[config.mk]
export PLATFORM = sky130hd
export DESIGN_NAME = pc_unit
export DESIGN_NICKNAME = d
export VERILOG_FILES = /design/src/rtl/pc_unit.sv
export SDC_FILE = /design/constraint.sdc
export NUM_CORES = 1
export LEC_CHECK = 0
export ABC_CLOCK_PERIOD_IN_PS = 5000
export CORE_MARGIN = 5
export CORE_UTILIZATION = 35
export DETAILED_ROUTE_END_ITERATION = 6
export DONT_BUFFER_PORTS = 1
export PLACE_DENSITY = 0.53
export REMOVE_ABC_BUFFERS = 1
export SLEW_MARGIN = 10
export SYNTH_ARGS = -nofsm -noshare
export SYNTH_HDL_FRONTEND = slang
export SYNTH_SLANG_ARGS = --single-unit
[constraint.sdc]
create_clock -name clock_i -period 5 [get_ports clock_i]
set_clock_uncertainty 0.2 [all_clocks]
set_input_delay 1.25 -clock clock_i [delete_from_list [all_inputs] [get_ports clock_i]]
set_output_delay 1.25 -clock clock_i [all_outputs]
set_load 0.02 [all_outputs]
[src/rtl/pc_unit.sv]
// Program counter / next-PC stage with exception state (EPC, cause) and retired-instruction counter.
// One-cycle latency: pc updates on the rising edge after inputs are presented; stall_i freezes all state.
module pc_unit #(
   parameter logic [31:0] RESET_PC   = 32'h0000_0000,
   parameter logic [31:0] EXC_VECTOR = 32'h0000_0080,
   parameter int          COUNT_W    = 32
) (
   input  logic               clock_i,
   input  logic               reset_i,
   input  logic               stall_i,
   input  logic               halt_i,
   input  logic               branch_i,
   input  logic [15:0]        branch_offset_i,
   input  logic               alu_zero_i,
   input  logic               jump_i,
   input  logic [25:0]        jump_target_i,
   input  logic               jump_reg_i,
   input  logic [31:0]        reg_target_i,
   input  logic               chk_ovf_add_i,
   input  logic               chk_ovf_sub_i,
   input  logic               overflow_add_i,
   input  logic               overflow_sub_i,
   input  logic               eret_i,
   output logic [31:0]        pc_o,
   output logic [31:0]        pc_plus4_o,
   output logic [31:0]        epc_o,
   output logic [1:0]         cause_o,
   output logic               halted_o,
   output logic [COUNT_W-1:0] instr_count_o
);

   typedef enum logic {
      ST_RUN,
      ST_HALTED
   } state_e;

   state_e               state_q, state_d;
   logic [31:0]          pc_q, pc_d;
   logic [31:0]          epc_q, epc_d;
   logic [1:0]           cause_q, cause_d;
   logic [COUNT_W-1:0]   cnt_q, cnt_d;
   logic [31:0]          pc_plus4;
   logic [31:0]          br_off;
   logic [1:0]           exc_cause;

   assign pc_plus4 = pc_q + 32'd4;
   assign br_off   = {{14{branch_offset_i[15]}}, branch_offset_i, 2'b00};

   always_comb begin
      state_d   = state_q;
      pc_d      = pc_q;
      epc_d     = epc_q;
      cause_d   = cause_q;
      cnt_d     = cnt_q;
      exc_cause = 2'b00;

      if (state_q == ST_RUN && !stall_i) begin
         cnt_d = cnt_q + {{(COUNT_W-1){1'b0}}, 1'b1};

         if (chk_ovf_add_i && overflow_add_i) begin
            exc_cause = 2'b01;
         end else if (chk_ovf_sub_i && overflow_sub_i) begin
            exc_cause = 2'b10;
         end else if (jump_reg_i && (reg_target_i[1:0] != 2'b00)) begin
            exc_cause = 2'b11;
         end

         // An exception outranks halt and every control-flow request.
         if (exc_cause != 2'b00) begin
            epc_d   = pc_q;
            pc_d    = EXC_VECTOR;
            cause_d = exc_cause;
         end else if (halt_i) begin
            state_d = ST_HALTED;
         end else if (eret_i) begin
            pc_d    = epc_q;
            cause_d = 2'b00;
         end else if (jump_reg_i) begin
            pc_d = reg_target_i;
         end else if (jump_i) begin
            pc_d = {pc_plus4[31:28], jump_target_i, 2'b00};
         end else if (branch_i && !alu_zero_i) begin
            pc_d = pc_plus4 + br_off;
         end else begin
            pc_d = pc_plus4;
         end
      end
   end

   always_ff @(posedge clock_i or negedge reset_i) begin
      if (!reset_i) begin
         state_q <= ST_RUN;
         pc_q    <= RESET_PC;
         epc_q   <= 32'h0000_0000;
         cause_q <= 2'b00;
         cnt_q   <= '0;
      end else begin
         state_q <= state_d;
         pc_q    <= pc_d;
         epc_q   <= epc_d;
         cause_q <= cause_d;
         cnt_q   <= cnt_d;
      end
   end

   assign pc_o          = pc_q;
   assign pc_plus4_o    = pc_plus4;
   assign epc_o         = epc_q;
   assign cause_o       = cause_q;
   assign halted_o      = (state_q == ST_HALTED);
   assign instr_count_o = cnt_q;

endmodule

==> summary.txt, run 1 <==
Clocking
  – Sink Count: 99
  – CTS tree: done
  – CTS max path bufs: 2
  – # hold bufs at CTS: 0
  – CTS root buf: clkbuf_16
  – H-tree levels: 3
  – Post-CTS Setup Repair Bufs: 0
  – CTS clk-pin slew, worst paths: 0.07 ns
  – CTS resizes: 0
  – Clock Latency Late Sink: 0.35 ns
  – CTS buffer count: 9

Yosys
  – Post-synth top area cell: dfrtp_1
  – Avg Cell Area, Syn: 8.80 sq um
  – Post-Synthesis Cells: 834
  – Yosys warnings: 0
  – Ranking of synthesized cells by area: dfrtp_1 34%, ha_1 6.3%, xnor2_1 5.6%
  – Sequential element share of the synthesized area: 0.337
  – #FFs+latches synth: 99
  – EDFF count, synth: 0
  – Yosys top cell area share: 0.337
  – Distinct cell type count of the synthesized netlist: 74
  – Mapped cell area: 7340 sq um
  – Ys async rst share: 1.00
  – Main synth FF type: dfrtp_1

Floorplanning
  – Core footprint: 20,800 sq um
  – Chip height: 155 um
  – Die area: 24,000 sq um
  – Initial core utilization: 0.353
  – Chip Width: 155 um
  – I/O Pins: 218
  – Core Rows: 53

STA
  – Final Cycle Share: 0.935
  – Unrepaired setup endpoints after global routing: no
  – Slew Viols, Final: 0
  – Final setup violation count: 0
  – FMAX: 214 MHz
  – Fin. Hold Viols: 0
  – Worst-Margin Slew: 1.05 ns
  – Slew Limit Headroom: 0.301
  – Min Tclk post-route: 4.67 ns
  – Setup TNS: 0 ns

Power
  – Sw power: 0.576 mW
  – Worst vdd ir: 0.178 mV
  – Sequential share of power: 0.456
  – Internal power: 1.29 mW
  – P_leak: 3.58 nW
  – Combinational group share of total power: 0.178
  – Net Sw Frac: 0.309
  – Clock Power Share: 0.365
  – Power density over the cells: 231 nW/um^2

Critical path
  – Crit Path Max Fanout: 10
  – Crit. path cell count: 15
  – Reg2reg end: pc_o[31]
  – Critical path data required time: 5.08 ns
  – Top delay family on crit path: simple AND/OR/NAND/NOR gates
  – Crit path from: pc_o[4]
  – CP Buf/Inv Count: 1
  – CP Class: flip-flop to flip-flop
  – Critical Path AT: 4.75 ns
  – Crit path largest cell delay: 0.63 ns
  – Worst Setup Start Kind: flip-flop
  – Critical path capture point type: flip-flop
  – Slowest stage cell, crit path: dfrtp_1
  – Setup slack, reg-to-reg: 0.33 ns
  – Crit Reg-Reg Startpoint: pc_o[4]
  – Reg2reg path depth: 15
  – CP Cell Sequence: nand3_2 > nor3_2 > and3_1 > nand2_1 > xnor2_1 > buf_4 > ha_1 > and4_2 > nor3b_1 > nor2_1 > mux2_4 > a31oi_1 > o2111ai_1 > xor2_1 > o21ai_1
  – Setup crit end: pc_o[31]

Drt
  – DRT Pass-1 Iters: 5
  – Via-to-Cell Ratio: 5.89
  – Via count: 6,648
  – DR WL/cell: 24.5 um
  – Initial DRC count: 500
  – Final wirelength: 27,600 um
  – Antenna Nets Post-Route: 0
  – Post-detailed-route DRC marker count: 0

Layout
  – Commonest non-fill, non-tap cell in the layout: dfrtp_1
  – Commonest cells after routing, fill and taps aside: 99 x dfrtp_1, 96 x nand2_1, 58 x nor2_1
  – Footprint of the multi-input gates: 4600 sq um
  – Net count, final: 973
  – Design Area, Final: 8070 sq um
  – Register area: 2480 sq um
  – Area growth syn-to-layout: 9.85%
  – Filler cells: 2,166
  – # diodes: 0
  – Layout cell share with drive strength beyond 1: 0.136
  – Fin cells: 1,128

GRT
  – Vias in the first global route: 6,763
  – First-pass GRT wire length: 41,800 um
  – Grt total ovfl: 0
  – Pin count of the biggest net entering global routing: 100
  – GRT Util Overall: 0.228
  – Antenna violations before repair: 1

Job
  – MaxCap Viol Count: 0

Placed design
  – Placed Cells: 1,112
  – DP HPWL: 21,400 um
  – Port buffer count: 0
  – Placed Area: 7780 sq um
  – Final GP Congestion: 0.922

Outcome
  – Status: complete, no violations

Worst hold path
  – Worst min path class: primary input to asynchronous set/reset pin
worst reg2reg max path, cell delays in order, from the launching register on:
cell,delay (ns)
dfrtp_1,0.63
nand3_2,0.19
nor3_2,0.40
and3_1,0.43
nand2_1,0.17
xnor2_1,0.16
buf_4,0.19
ha_1,0.47
and4_2,0.29
nor3b_1,0.37
nor2_1,0.07
mux2_4,0.27
a31oi_1,0.14
o2111ai_1,0.23
xor2_1,0.22
o21ai_1,0.16
flip-flops by register name (all words and copies together), names as in the netlist:
name,count
epc_o,32
instr_count_o,32
pc_o,32
cause_o,2
halted_o,1
synth_stat cells, types with 5 or more instances:
library cell / count
dfrtp_1: 99
nand2_1: 96
nor2_1: 59
o21ai_0: 57
a21oi_1: 49
xnor2_1: 47
ha_1: 37
mux2_2: 33
nand3_1: 33
xor2_1: 32
clkbuf_1: 25
inv_1: 20
and3_1: 18
a31oi_1: 14
nand4_1: 14
nor3_1: 14
a22oi_1: 12
a211oi_1: 10
o21a_1: 9
o31ai_1: 9
a21o_1: 8
or3_1: 8
o211ai_1: 7
a221oi_1: 6
nand2b_1: 6
o21bai_1: 6
o221ai_1: 6
o22ai_1: 6
a41oi_1: 5
and2_1: 5
nor2b_1: 5
nor4_1: 5
worst min path at each step:
stage	start	to	slack [ns]	cells past startpoint
global placement	instr_count_o[31]	instr_count_o[31]	0.41	1
floorplan	instr_count_o[31]	instr_count_o[31]	0.38	1
detailed placement	instr_count_o[31]	instr_count_o[31]	0.41	1
CTS	reset_i	instr_count_o[31]	0.37	0
global route	reset_i	instr_count_o[30]	0.36	0
finish	reset_i	instr_count_o[30]	0.39	0
metal layers:
layer | vias up | wire length, um | global-route usage
li1 | 3104 | - | -
met1 | 3208 | 11300 | 0.288
met2 | 293 | 12600 | 0.361
met3 | 41 | 2890 | 0.0907
met4 | 2 | 763 | 0.0635
met5 | - | 13 | 0
through the flow:
stage / power, mW / hold WS (ns) / setup WS [ns] / util
final: 1.87 / 0.387 / 0.327 / 0.387
after global routing: 1.96 / 0.360 / 0.0918 / 0.387
after CTS: 1.88 / 0.371 / 0.405 / 0.387
after detailed placement: 1.20 / 0.408 / 0.425 / 0.374
after global placement: 1.20 / 0.408 / 0.597 / 0.374
after floorplan: 1.09 / 0.382 / 0.964 / -
power groups by stage:
stage / clock [mW] / sequential, mW / combinational, mW
CTS: 0.702 / 0.852 / 0.331
global route: 0.736 / 0.854 / 0.366
floorplan: 0 / 0.862 / 0.224
finish: 0.682 / 0.852 / 0.333
global placement: 0 / 0.868 / 0.329
detailed placement: 0 / 0.868 / 0.330
layout make-up:
| type | count | share of cell area |
|---|---|---|
| tap | 275 | 0.0427 |
| clock inverter | 4 | 0.00419 |
| timing repair buffer | 39 | 0.0363 |
| inverter | 20 | 0.00931 |
| clock buffer | 12 | 0.0306 |
| multi-input combinational | 679 | 0.570 |
| sequential | 99 | 0.307 |
cell families after synthesis:
kind of cell,share of synthesized area
mux,0.0581
xor+xnor,0.0942
buf+inv,0.0377
compound gates,0.219
flops,0.337
simple gates,0.187
fa+ha+maj,0.0658
(Power assumes the default switching activity.)
==> run 2: changes to the inputs <==
--- a/config.mk
+++ b/config.mk
@@ -10,7 +10,7 @@
 export CORE_UTILIZATION = 35
 export DETAILED_ROUTE_END_ITERATION = 6
 export DONT_BUFFER_PORTS = 1
-export PLACE_DENSITY = 0.53
+export PLACE_DENSITY = 0.56
 export REMOVE_ABC_BUFFERS = 1
 export SLEW_MARGIN = 10
 export SYNTH_ARGS = -nofsm -noshare
==> summary.txt, run 2 (synthesized netlist as in run 1, its figures left out) <==
Floorplanning
  – Initial core utilization: 0.353 (unchanged)
  – Chip Width: 155 um (unchanged)
  – Core Rows: 53 (unchanged)
  – Die area: 24,000 sq um (unchanged)
  – Core footprint: 20,800 sq um (unchanged)
  – I/O Pins: 218 (unchanged)
  – Chip height: 155 um (unchanged)

Placed design
  – Placed Cells: 1,107 (-0.45%)
  – Port buffer count: 0 (unchanged)
  – Final GP Congestion: 0.923 (+0.11%)
  – DP HPWL: 21,400 um (about the same)

Layout
  – Area growth syn-to-layout: 9.30%
  – Commonest cells after routing, fill and taps aside: 99 x dfrtp_1, 96 x nand2_1, 58 x nor2_1
  – Commonest non-fill, non-tap cell in the layout: dfrtp_1
  – Net count, final: 968 (-0.51%)
  – Layout cell share with drive strength beyond 1: 0.132 (-0.00392)
  – # diodes: 0 (unchanged)
  – Final Util: 0.385 (-0.00192)
  – Fin cells: 1,123 (-0.44%)

Power
  – Clock Power Share: 0.365 (about the same)
  – Net Sw Frac: 0.314 (+0.00565)
  – Power density over the cells: 232 nW/um^2 (+0.25%)
  – Total power draw: 1.86 mW (-0.25%)
  – Combinational group share of total power: 0.176 (-0.002)
  – Worst vdd ir: 0.183 mV (+2.4%)
  – P_leak: 3.55 nW (-0.80%)
  – Internal power: 1.28 mW (-1.1%)
  – Sequential share of power: 0.459 (+0.003)
  – Sw power: 0.585 mW (+1.6%)

Drt
  – Final wirelength: 27,600 um (about the same)
  – DRT Pass-1 Iters: 5 (unchanged)
  – Via-to-Cell Ratio: 6.03 (+2.4%)
  – Met2 Wirelength: 12,500 um (-0.87%)
  – DR WL/cell: 24.6 um (+0.46%)
  – DR top layer: met4
  – WL met1: 11,000 um (-2.8%)
  – Met3 wire len: 3270 um (+13%)
  – Initial DRC count: 602 (+20%)
  – Via count: 6,775 (+1.9%)
  – Post-detailed-route DRC marker count: 0 (unchanged)
  – Antenna Nets Post-Route: 0 (unchanged)

Critical path
  – Worst Setup Start Kind: flip-flop
  – Crit. path cell count: 15 (unchanged)
  – Slowest stage cell, crit path: dfrtp_1
  – CP Cell Sequence: nand3_2 > nor3_2 > and3_1 > nand2_1 > xor2_1 > inv_1 > ha_1 > a21oi_1 > o21ai_2 > a221o_1 > mux2_4 > a31oi_1 > o2111ai_1 > xor2_1 > o21ai_1
  – Crit-path most repeated cell: xor2_1
  – CP Buf/Inv Count: 1 (unchanged)
  – Critical Path AT: 4.64 ns (-0.11 ns)
  – Setup slack, reg-to-reg: 0.43 ns (+0.10 ns)
  – Crit Reg-Reg Startpoint: pc_o[4]
  – Reg2reg end: pc_o[31]
  – Critical path data required time: 5.07 ns (about the same)
  – Critical path capture point type: flip-flop
  – Reg2reg path depth: 15 (unchanged)
  – Top delay family on crit path: compound AO/OA/AOI/OAI gates
  – Crit path largest cell delay: 0.61 ns (-0.02 ns)
  – Crit Path Max Fanout: 8 (-2)
  – CP Class: flip-flop to flip-flop

Worst hold path
  – Worst min path class: primary input to asynchronous set/reset pin

STA
  – Unrepaired setup endpoints after global routing: no
  – Slew Limit Headroom: 0.304 (+0.00289)
  – Slew Viols, Final: 0 (unchanged)
  – Final Cycle Share: 0.914 (-0.0206)
  – Worst-Margin Slew: 1.04 ns (-0.00433 ns)
  – Setup TNS: 0 ns (unchanged)
  – Min Tclk post-route: 4.57 ns (-0.103 ns)
  – Final setup violation count: 0 (unchanged)
  – FMAX: 219 MHz (+2.2%)
  – Fin. Hold Viols: 0 (unchanged)

Clocking
  – Post-CTS Setup Repair Bufs: 0 (unchanged)
  – Sink Count: 99 (unchanged)
  – # hold bufs at CTS: 0 (unchanged)
  – CTS buffer count: 9 (unchanged)
  – CTS root buf: clkbuf_16
  – CTS max path bufs: 2 (unchanged)
  – CTS clk-pin slew, worst paths: 0.07 ns (about the same)
  – Clock Latency Late Sink: 0.35 ns (about the same)
  – CTS tree: done
  – CTS resizes: 0 (unchanged)
  – H-tree levels: 3 (unchanged)

Job
  – MaxCap Viol Count: 0 (unchanged)

GRT
  – First-pass GRT wire length: 41,300 um (-1.1%)
  – Pin count of the biggest net entering global routing: 100 (unchanged)
  – GRT Util Overall: 0.224 (-0.00410)
  – Grt total ovfl: 0 (unchanged)
  – Vias in the first global route: 6,665 (-1.4%)
  – Antenna violations before repair: 0 (-1)

Outcome
  – Status: complete, no violations
[run 2: changes by cell type in the layout (fill, tap and decap cells not counted)]
cell	previous run	this run
clkbuf_1	2	1
clkinv_4	1	0
buf_4	39	34
clkinvlp_4	0	1
inv_8	1	2
clkbuf_8	1	0
clkinv_2	1	2
[run 2: worst register-to-register path, stage by stage, from the launching register on]
cell and delay [ns]:
dfrtp_1 0.61, nand3_2 0.19, nor3_2 0.39, and3_1 0.43, nand2_1 0.12, xor2_1 0.26, inv_1 0.21, ha_1 0.25
a21oi_1 0.32, o21ai_2 0.09, a221o_1 0.38, mux2_4 0.31, a31oi_1 0.14, o2111ai_1 0.23, xor2_1 0.23, o21ai_1 0.14
[run 2: layout make-up]
cell class	instances	area, sq um
clock buffers	10	229
well taps	275	344
clock inverters	6	48.8
multi-input cells	679	4600
repair buffers	34	255
flip-flops and latches	99	2480
fillers	2176	12800
inverters	20	75.1
[run 2: metal layers]
layer  vias up  track usage
met2       329        0.351
met3        47       0.0876
met1      3305        0.286
met4         0       0.0652
li1       3094            -
met5         -            0
[run 2: metrics by stage]
stage / hold slack (ns) / worst slack [ns] / instance area, sq um
after floorplan: 0.382 / 0.964 / 7140
after global routing: 0.370 / 0.100 / 8030
after CTS: 0.376 / 0.449 / 8030
after detailed placement: 0.418 / 0.475 / 7750
after global placement: 0.413 / 0.607 / 7750
final: 0.395 / 0.430 / 8030
[run 2: worst max path at each step]
stage | startpoint | end
3_5_place_dp | pc_o[2] | pc_o[31]
5_1_grt | pc_o[2] | pc_o[31]
4_1_cts | pc_o[2] | pc_o[31]
6_report | pc_o[4] | pc_o[31]
2_1_floorplan | pc_o[2] | pc_o[31]
3_3_place_gp | pc_o[6] | pc_o[31]
[run 2: power by group through the flow]
stage	logic (mW)	clock network, mW	registers [mW]
5_1_grt	0.359	0.727	0.857
4_1_cts	0.325	0.693	0.855
3_5_place_dp	0.323	0	0.871
3_3_place_gp	0.324	0	0.871
2_1_floorplan	0.224	0	0.862
6_report	0.328	0.679	0.855
